## config.mk

```make
export PLATFORM = sky130hd
export DESIGN_NAME = instruction_fetch
export DESIGN_NICKNAME = d
export VERILOG_FILES = /design/src/rtl/instruction_fetch.sv
export SDC_FILE = /design/constraint.sdc
export NUM_CORES = 1
export LEC_CHECK = 0
export BUFFER_PORTS_ARGS = -buffer_cell sky130_fd_sc_hd__buf_2
export CORE_MARGIN = 8
export CORE_UTILIZATION = 40
export CTS_CLUSTER_DIAMETER = 30
export DETAILED_ROUTE_END_ITERATION = 10
export GPL_TIMING_DRIVEN = 0
export HOLD_SLACK_MARGIN = 0.08
export PLACE_DENSITY = 0.8
export REMOVE_ABC_BUFFERS = 1
export SYNTH_ARGS = -nofsm -noshare
export SYNTH_HDL_FRONTEND = slang
export SYNTH_SLANG_ARGS = --single-unit
export TNS_END_PERCENT = 1
```

## constraint.sdc

```tcl
create_clock -name clk -period 2.6 [get_ports clk]
set_input_delay 0.65 -clock clk [delete_from_list [all_inputs] [get_ports clk]]
set_output_delay 0.65 -clock clk [all_outputs]
set_load 0.03 [all_outputs]
```

## src/rtl/instruction_fetch.sv

```systemverilog
// Fetch stage: program counter, next-PC select (PC+4 / branch target), stall, ebreak halt.
// Optional FETCH_MISALIGN_TRAP_EN macro: misaligned control-flow targets enter a terminal TRAP state.
module instruction_fetch #(
    parameter logic [31:0] RESET_PC  = 32'h0000_0000,
    parameter int          MEM_WORDS = 256
) (
    input  logic        clk,
    input  logic        reset,
    input  logic        PCSrc,
    input  logic [31:0] PCTarget,
    input  logic        Stall,
    input  logic [31:0] RD,
    output logic [31:0] A,
    output logic [31:0] PC,
    output logic [31:0] PCPlus4,
    output logic [31:0] Instr,
    output logic        InstrValid,
    output logic        Halted,
    output logic        Trap,
    output logic [31:0] TrapAddr,
    output logic [31:0] FetchCount
);

    localparam logic [31:0] ADDR_MASK = 32'(MEM_WORDS * 4 - 1);
    localparam logic [31:0] EBREAK    = 32'h0010_0073;
    localparam logic [31:0] NOP       = 32'h0000_0013;

    typedef enum logic [1:0] {BOOT, RUN, HALT, TRAP} state_t;

    state_t      state, state_nxt;
    logic [31:0] pc_q, pc_nxt;
    logic [31:0] count_q, count_nxt;
    logic [31:0] pc_plus4;
    logic [31:0] target;
    logic        misaligned;

`ifdef FETCH_MISALIGN_TRAP_EN
    logic [31:0] trap_addr_q;

    assign misaligned = (PCTarget[1:0] != 2'b00);
    assign target     = PCTarget & ADDR_MASK;
`else
    assign misaligned = 1'b0;
    assign target     = PCTarget & ~32'd3 & ADDR_MASK;
`endif

    assign pc_plus4 = (pc_q + 32'd4) & ADDR_MASK;

    always_ff @(posedge clk) begin
        if (reset) begin
            state   <= BOOT;
            pc_q    <= RESET_PC;
            count_q <= '0;
        end else begin
            state   <= state_nxt;
            pc_q    <= pc_nxt;
            count_q <= count_nxt;
        end
    end

`ifdef FETCH_MISALIGN_TRAP_EN
    // Target is captured only on the RUN->TRAP transition, so it stays frozen afterwards.
    always_ff @(posedge clk) begin
        if (reset) begin
            trap_addr_q <= '0;
        end else if (state == RUN && state_nxt == TRAP) begin
            trap_addr_q <= PCTarget;
        end
    end
`endif

    always_comb begin
        state_nxt = state;
        pc_nxt    = pc_q;
        count_nxt = count_q;
        case (state)
            BOOT: state_nxt = RUN;
            RUN: begin
                if (!Stall) begin
                    if (RD == EBREAK) begin
                        state_nxt = HALT;
                    end else if (PCSrc && misaligned) begin
                        state_nxt = TRAP;
                    end else if (PCSrc) begin
                        pc_nxt    = target;
                        count_nxt = count_q + 32'd1;
                    end else begin
                        pc_nxt    = pc_plus4;
                        count_nxt = count_q + 32'd1;
                    end
                end
            end
            default: ;
        endcase
    end

    // Status outputs are forced inactive while reset is held.
    assign A          = pc_q;
    assign PC         = pc_q;
    assign PCPlus4    = pc_plus4;
    assign FetchCount = count_q;
    assign InstrValid = (state == RUN) && !reset;
    assign Instr      = InstrValid ? RD : NOP;
    assign Halted     = (state == HALT) && !reset;

`ifdef FETCH_MISALIGN_TRAP_EN
    assign Trap     = (state == TRAP) && !reset;
    assign TrapAddr = trap_addr_q;
`else
    assign Trap     = 1'b0;
    assign TrapAddr = '0;
`endif

endmodule

```

[Word-level counts from Yosys, hierarchy flattened]
Index checks and enable logic that the tools add are counted.
Word-level totals
  bits in registers: 44
  latch bits: 0
  RAM bits: 0
  ROM bits: 0
  input bits: 68
  output and inout bits: 195
  logic and storage cells: 24
  memories kept: 0
Cells by class
  add/subtract/negate cells: 2
  multiply operators: 0
  divide/modulo/power cells: 0
  order comparisons: 0
  equality and inequality tests: 5
  shift operators: 0
  muxes and demuxes: 5
  bitwise gates (word level): 2
  reduce and logical (&&, ||, !) cells: 7
Operators with widths (number)
  adder 32 x 1 -> 32 bit, second input constant: 1
  == test 32 x 21 -> 1 bit, second input constant: 1
  2-to-1 mux 32 bit: 1
  adder 10 x 3 -> 10 bit, second input constant: 1
  2-to-1 mux 10 bit: 1
  AND reduction 3 bit: 2
  2-to-1 mux 2 bit: 2
  != test 2 bit, second input constant: 2
  case mux 2 bit (2 select lines): 1
  == test 2 x 1 -> 1 bit, second input constant: 1
  == test 2 bit, second input constant: 1
  logical AND 1 bit: 2
  logical NOT 2 bit: 1
  NOT 1 bit: 2
  nonzero test 2 bit: 1
  logical NOT 1 bit: 1

[Depth between registers and ports, before layout]
Gate-level depths: netlist of the first run.
  word-level depth: 4
  mapped depth: 7
  depth with buffers taken out: 6

[Least setup slack after synthesis of the first run]
Ideal clock, no wire load.
  path type: input to output
  from: input reset
  to: output Instr[22]
  data arrival time: 1.834 ns
  required time: 1.950 ns
  setup slack: 0.116 ns
  cell stages on the path: 3
  path buffers: 1
  cells stage by stage: nor3_1 -> clkbuf_1 -> and2_1
Between the ends
  longest elaborated chain between the ends: 3
RTL lines
  start, declared: RTL line 8  | input logic reset,
  logical NOT 1 bit: RTL line 102  | assign InstrValid = (state == RUN) && !reset;
  logical AND 1 bit: RTL line 102
  via InstrValid: RTL line 17  | output logic InstrValid,
  2-to-1 mux 32 bit: RTL line 103  | assign Instr = InstrValid ? RD : NOP;
  end, declared: RTL line 16  | output logic [31:0] Instr,
The timed path passes the listed nets, and every way through them passes these cells.

[Worst setup path in the final report of the first run]
  from: input RD[13]
  to: register count_q[31], in the netlist FetchCount[31]
Between the ends
  longest elaborated chain between the ends: 3
RTL lines
  start, declared: RTL line 12  | input logic [31:0] RD,
  == test 32 x 21 -> 1 bit: RTL line 80  | if (RD == EBREAK) begin
  NOT 1 bit (no line)
  AND reduction 3 bit (no line)
  end signal, assigned: RTL line 57  | count_q <= count_nxt;
  end, declared: RTL line 32  | logic [31:0] count_q, count_nxt;
No other way between the ends.
A chain may end at the register's enable or synchronous reset.

==> metrics.cfg, run 1 <==
[run_status]
status = finished clean

[route]
first_pass_iters = 6
post-route-drc-count = 0
drt_iter0_markers = 143
wl_per_cell_um = 14.5
vias = 3034
via_per_inst = 4.73
ant_nets = 0
routed_wl_mm = 9.30

[power_and_ir_drop]
powerDensity_nw_per_um2 = 406
swShare = 0.395
leakagePower_nw = 1.81
clockPowerShare = 0.286
p_sw_mw = 0.621
irDropWorstVdd_mv = 0.195
pwr-share-comb = 0.291
seq_power_share = 0.423
power.internal_mw = 0.950

[clocking]
cts_made_buffers = 5
clk_pin_slew_worst_paths_ps = 80
ctsResizeCount = 5
post_cts_buffers = 0
cts_max_level = 2
cts_tree = built
hold_buffers = 0
cts.sinks = 42
root_buffer = clkbuf_8
clk_latency_ps = 300
clockBufferDepth = 2

[synthesis]
synth-edff-count = 0
synthFlopType = dfxtp_1
ys_seq_area_frac = 0.239
synthCells = 421
syn_area_per_cell_um2 = 8.34
synthArstFlopShare = 0
netlist_area_um2 = 3510
yosysWarnings = 0
yosys.cell_types.count = 50
ys_seq_elements = 42

[critical_path]
ff2ff_setup_slack_ps = 280
critical_path_arrival_ps = 2600
ff2ff_path_depth = 5
critPathLaunch = RD[13]
rr_endpoint = FetchCount[29]$_SDFFE_PP0P_
crit_path_end_kind = register
worstSetupStartpointType = input port
crit_type = input port to register
worstPathMaxFanout = 26
slowest_delay_ps = 630
cp.required_ps = 2790
crit_top_cell = nor4_1
crit_end = FetchCount[31]$_SDFFE_PP0P_
path_cells = buf_2 > nor4_1 > nand4_1 > o21ai_4 > nor4_1 > mux2_1
r2r-start = state[1]$_SDFFE_PP0P_
critPathSlowestCell = o21ai_4

[sta]
slew_headroom = 0.554
clock_skew_ps = 13.5
finalSetupViolCount = 0
period_minus_slack_ps = 2420
rsz0062_at_grt = no
worstMarginPinSlew_ps = 667
fmax_mhz = 414
fin_ws_ps = 184
hold_violations = 0
fin_crit_sh = 0.929
drv_slew = 0

[global_routing]
grt_use_total = 0.141
grt_pass1_wl_mm = 13.8
grt.overflow.total = 0
grt_max_degree = 48
grt_pass1_vias = 2874
antenna_found_initial = 0

[place]
dp_hpwl_mm = 7.42
dp_slack_ps = -636
post_dp_cell_area_um2 = 3750
gp_congestion = 0.750
numPortBuffers = 133

[floorplanning]
die_h_um = 110
floorplan.initialDensity = 0.407
rows = 34
dieArea_um2 = 12000
coreArea_um2 = 8640
die_x_um = 110
ios = 263

[cells_and_area]
syn2layout_area_growth_pct = 10.3
final_cell_mix = buf_2, conb_1, dfxtp_1, and2_1, nor2_1
layout_commonest_cell = buf_2
nNetsFinal = 603
drive_gt1_frac = 0.313
final_area_um2 = 3870
antenna_cells = 0

[run]
drv_cap = 0

[min_path]
holdCritPathClass = register to register

==> critical path, delay by kind of cell <==
family	cells	cell delay (ps)
and+or+nand+nor	3	880
muxes	1	330
AOI/OAI and AO/OA	1	630
buffers and inverters	1	100
==> cell usage after synthesis (all sizes together) (2+ instances only) <==
cell | number | area share
and4 | 9 | 0.023
nor3 | 2 | 0.0029
nand2b | 9 | 0.016
o21ai | 2 | 0.0039
a21oi | 19 | 0.027
a211oi | 5 | 0.014
o31ai | 10 | 0.021
and2 | 31 | 0.055
or4 | 9 | 0.019
and3 | 3 | 0.0053
xor2 | 2 | 0.0050
inv | 8 | 0.0086
nand2 | 21 | 0.022
mux2 | 3 | 0.0096
ha | 2 | 0.0071
dfxtp | 42 | 0.24
nor2 | 25 | 0.027
o211ai | 6 | 0.013
clkbuf | 10 | 0.011
nand4 | 9 | 0.022
xnor2 | 22 | 0.055
buf | 123 | 0.27
nor2b | 3 | 0.0053
nor4 | 6 | 0.011
a2111oi | 12 | 0.055
nand3 | 14 | 0.021
nor3b | 2 | 0.0057
==> kinds of logic (layout without fill, tap and decap cells) <==
group,count (synthesis),after routing,synth area share
fa+ha+maj,2,2,0.00713
buf+inv,141,150,0.285
mux,4,4,0.0125
simple gates,148,148,0.248
flops,42,42,0.239
other cells,1,105,0.00107
compound gates,59,59,0.146
xor+xnor,24,24,0.0599
==> flip-flops by register name (all words and copies together) (netlist names) <==
register and cells:
FetchCount 32, A 8, state 2
==> worst min-delay path by stage <==
stage / startpoint / to / slack, ps / cells after the start
2_1_floorplan: state[0]$_SDFFE_PP0P_ / state[0]$_SDFFE_PP0P_ / 490 / 2
3_3_place_gp: FetchCount[17]$_SDFFE_PP0P_ / FetchCount[17]$_SDFFE_PP0P_ / 470 / 2
3_5_place_dp: A[9]$_SDFFE_PP0P_ / A[9]$_SDFFE_PP0P_ / 490 / 2
4_1_cts: A[9]$_SDFFE_PP0P_ / A[9]$_SDFFE_PP0P_ / 500 / 2
5_1_grt: FetchCount[8]$_SDFFE_PP0P_ / FetchCount[8]$_SDFFE_PP0P_ / 530 / 2
6_report: A[9]$_SDFFE_PP0P_ / A[9]$_SDFFE_PP0P_ / 500 / 2
==> metrics by stage <==
stage | cells | util | hold slack (ps) | TNS [ps] | power [mW]
final | 642 | 0.448 | 497 | 0 | 1.57
after global routing | 642 | 0.448 | 525 | 0 | 1.65
after CTS | 642 | 0.447 | 498 | 0 | 1.59
after detailed placement | 634 | 0.434 | 487 | -14730 | 1.13
after global placement | 633 | 0.432 | 474 | -48630 | 1.12
after floorplan | 392 | - | 494 | -28600 | 1.02
==> layer usage <==
metal,routed length (um),GRT usage,share of wire
met5,0,0,0
met1,3660,0.162,0.39
met3,973,0.0445,0.10
met2,4610,0.247,0.50
met4,47,0.0338,0.0051
==> layout make-up <==
type | count | area, um2
Clock buffer | 6 | 82.6
Clock inverter | 2 | 12.5
Fill cell | 879 | 4760
Inverter | 8 | 30.0
Multi-Input combinational cell | 342 | 2090
Sequential cell | 42 | 841
Tap cell | 108 | 135
Timing Repair Buffer | 134 | 683
==> power groups by stage <==
stage	registers, mW	clock network [mW]	logic [mW]
final	0.665	0.449	0.456
after global routing	0.667	0.494	0.485
after CTS	0.665	0.474	0.451
after detailed placement	0.680	0	0.448
after global placement	0.679	0	0.441
after floorplan	0.706	0	0.313
Note: power is estimated with default switching activity, not from simulation.
==> run 2: changes to the inputs <==
--- a/config.mk
+++ b/config.mk
@@ -8,6 +8,7 @@
 export BUFFER_PORTS_ARGS = -buffer_cell sky130_fd_sc_hd__buf_2
 export CORE_MARGIN = 8
 export CORE_UTILIZATION = 40
+export CTS_BUF_LIST = sky130_fd_sc_hd__clkbuf_8
 export CTS_CLUSTER_DIAMETER = 30
 export DETAILED_ROUTE_END_ITERATION = 10
 export GPL_TIMING_DRIVEN = 0
==> constraint.sdc (replaced) <==
create_clock -name clk -period 3 [get_ports clk]
set_input_delay 0.75 -clock clk [delete_from_list [all_inputs] [get_ports clk]]
set_output_delay 0.75 -clock clk [all_outputs]
set_load 0.03 [all_outputs]
==> run 2 against run 1 <==
- via count hardly changed
- sequential share of layout area rose by 0.11 points
- clock power is 13% lower
- flip-flop and latch count did not move
- global-route usage shrank 0.099 points
- final cell count unchanged
- utilization fell by 0.23 points
- combinational power decreased by 14%
- first-iteration DRC count shrank 15%
- sequential power decreased by 13%
- largest cell class unchanged
==> metrics.cfg, run 2 (same netlist as run 1, synthesis figures left out) <==
[run]
drv_cap = 0  ; unchanged

[clocking]
cts_tree = built
root_buffer = clkbuf_8
cts_max_level = 2  ; unchanged
hold_buffers = 0  ; unchanged
cts_made_buffers = 5  ; unchanged
cts.sinks = 42  ; unchanged
clk_pin_slew_worst_paths_ps = 80  ; about the same
post_cts_buffers = 0  ; unchanged
clk_latency_ps = 300  ; about the same
clockBufferDepth = 2  ; unchanged

[place]
dp_hpwl_mm = 7.42  ; unchanged
dp_slack_ps = -336  ; +300 ps
numPortBuffers = 133  ; unchanged
gp_congestion = 0.750  ; unchanged

[floorplanning]
floorplan.initialDensity = 0.407  ; unchanged
dieArea_um2 = 12000  ; unchanged
die_x_um = 110  ; unchanged
ios = 263  ; unchanged
rows = 34  ; unchanged
coreArea_um2 = 8640  ; unchanged
die_h_um = 110  ; unchanged

[route]
met1_length_mm = 3.71  ; +1.2%
vias = 3035  ; +0.033%
via_per_inst = 4.73  ; about the same
first_pass_iters = 4  ; -2
met3_length_um = 945  ; -2.9%
routed_wl_mm = 9.27  ; -0.34%
wl_met2_mm = 4.56  ; -1.2%
drt_iter0_markers = 122  ; -15%
post-route-drc-count = 0  ; unchanged
wl_per_cell_um = 14.4  ; -0.34%
topRoutingLayerUsed = met4
ant_nets = 0  ; unchanged

[critical_path]
cp_top_family = buffers and inverters
critPathSlowestCell = nor3_4
slowest_delay_ps = 390  ; -240 ps
worst-path-buf-inv = 3  ; +2
worstSetupStartpointType = input port
crit_path_end_kind = output port
path_cells = buf_2 > nor3_4 > buf_6 > and2_1 > buf_2
worstPathMaxFanout = 47  ; +81%
cp.required_ps = 2250  ; -540 ps
crit_top_cell = buf_2
crit_type = input port to output port
critical_path_arrival_ps = 2130  ; -470 ps

[power_and_ir_drop]
seq_power_share = 0.423  ; about the same
p_sw_mw = 0.539  ; -13%
fin_total_pwr_mw = 1.36  ; -13%
irDropWorstVdd_mv = 0.213  ; +9.6%
swShare = 0.396  ; +0.000603
powerDensity_nw_per_um2 = 353  ; -13%
clockPowerShare = 0.287  ; about the same
power.internal_mw = 0.822  ; -13%
pwr-share-comb = 0.290  ; about the same
leakagePower_nw = 1.81  ; -0.23%

[sta]
drv_slew = 0  ; unchanged
worstMarginPinSlew_ps = 1040  ; +376 ps
fmax_mhz = 347
fin_hold_ws_ps = 497  ; -0.972 ps
fin_crit_sh = 0.961
clock_skew_ps = 11.5  ; -2.03 ps
finalSetupViolCount = 0  ; unchanged
period_minus_slack_ps = 2880
slew_headroom = 0.305  ; -0.249
fin_ws_ps = 118  ; -65.6 ps
rsz0062_at_grt = no
hold_violations = 0  ; unchanged

[cells_and_area]
final_cell_mix = buf_2, conb_1, dfxtp_1, and2_1, nor2_1
regArea_um2 = 841  ; unchanged
n_fill_cell = 878  ; -0.11%
syn2layout_area_growth_pct = 9.69
drive_gt1_frac = 0.311  ; -0.00187
antenna_cells = 0  ; unchanged
largest_reg_flops = 32  ; unchanged
nNetsFinal = 603  ; unchanged
multi_input_area_um2 = 2070  ; -0.66%
layout_commonest_cell = buf_2

[global_routing]
grt_pass1_wl_mm = 13.7  ; -0.85%
grt_use_total = 0.140  ; -0.000994
grt_max_degree = 48  ; unchanged
grt.overflow.total = 0  ; unchanged
antenna_found_initial = 0  ; unchanged
grt_pass1_vias = 2872  ; -0.070%

[run_status]
status = finished clean

[min_path]
holdCritPathClass = register to register

-- run 2: changes by cell type in the layout (fill, tap and decap cells not counted) --
cell,before,now
and4_2,0,2
and4_4,3,1
a21oi_1,18,19
a21oi_2,1,0
buf_2,132,133
buf_6,2,1
o21ai_2,0,1
o21ai_4,1,0
-- run 2: stage by stage --
step	setup TNS, ps	util	std cells	instance area, um2
3_3_place_gp	-35930	0.432	633	3730
3_5_place_dp	-3180	0.434	634	3750
2_1_floorplan	-22000	-	392	2930
5_1_grt	0	0.446	642	3850
4_1_cts	0	0.445	642	3840
6_report	0	0.446	642	3850
-- run 2: power groups by stage --
stage	Combinational [mW]	Sequential, mW	Clock (mW)
2_1_floorplan	0.271	0.612	0
3_3_place_gp	0.382	0.589	0
3_5_place_dp	0.389	0.589	0
4_1_cts	0.389	0.576	0.411
5_1_grt	0.418	0.578	0.428
6_report	0.394	0.576	0.390
-- run 2: cell type report --
cell class / count / area share
repair buffers: 134 / 0.176
flip-flops and latches: 42 / 0.218
well taps: 108 / 0.0351
multi-input cells: 342 / 0.538
clock inverters: 2 / 0.00325
inverters: 8 / 0.00780
clock buffers: 6 / 0.0214
-- run 2: worst paths after layout --
| path | from | endpoint | slack [ps] | cells after the start |
|---|---|---|---|---|
| worst min-delay path | A[9]$_SDFFE_PP0P_ | A[9]$_SDFFE_PP0P_ | 500 | 2 |
| worst max-delay path | reset | Instr[29] | 120 | 5 |
| worst max register to register | state[0]$_SDFFE_PP0P_ | A[2]$_SDFFE_PP0P_ | 630 | 5 |
| worst min register to register | A[9]$_SDFFE_PP0P_ | A[9]$_SDFFE_PP0P_ | 500 | 2 |
-- run 2: worst register-to-register path: stages (launching register included) --
cell      delay, ps
dfxtp_1         370
inv_1           100
or3_1           560
a21oi_1         840
a21oi_1         140
a311oi_1        270
-- run 2: metal layers --
layer,up-vias,global-route usage
li1,1466,-
met5,-,0
met2,140,0.246
met1,1422,0.160
met3,7,0.0445
met4,0,0.0338
-- run 2: repair_timing --
action	CTS	global route
endpoints found under the setup margin	7	34
hold endpoints to repair	0	0
resized for setup	1	2
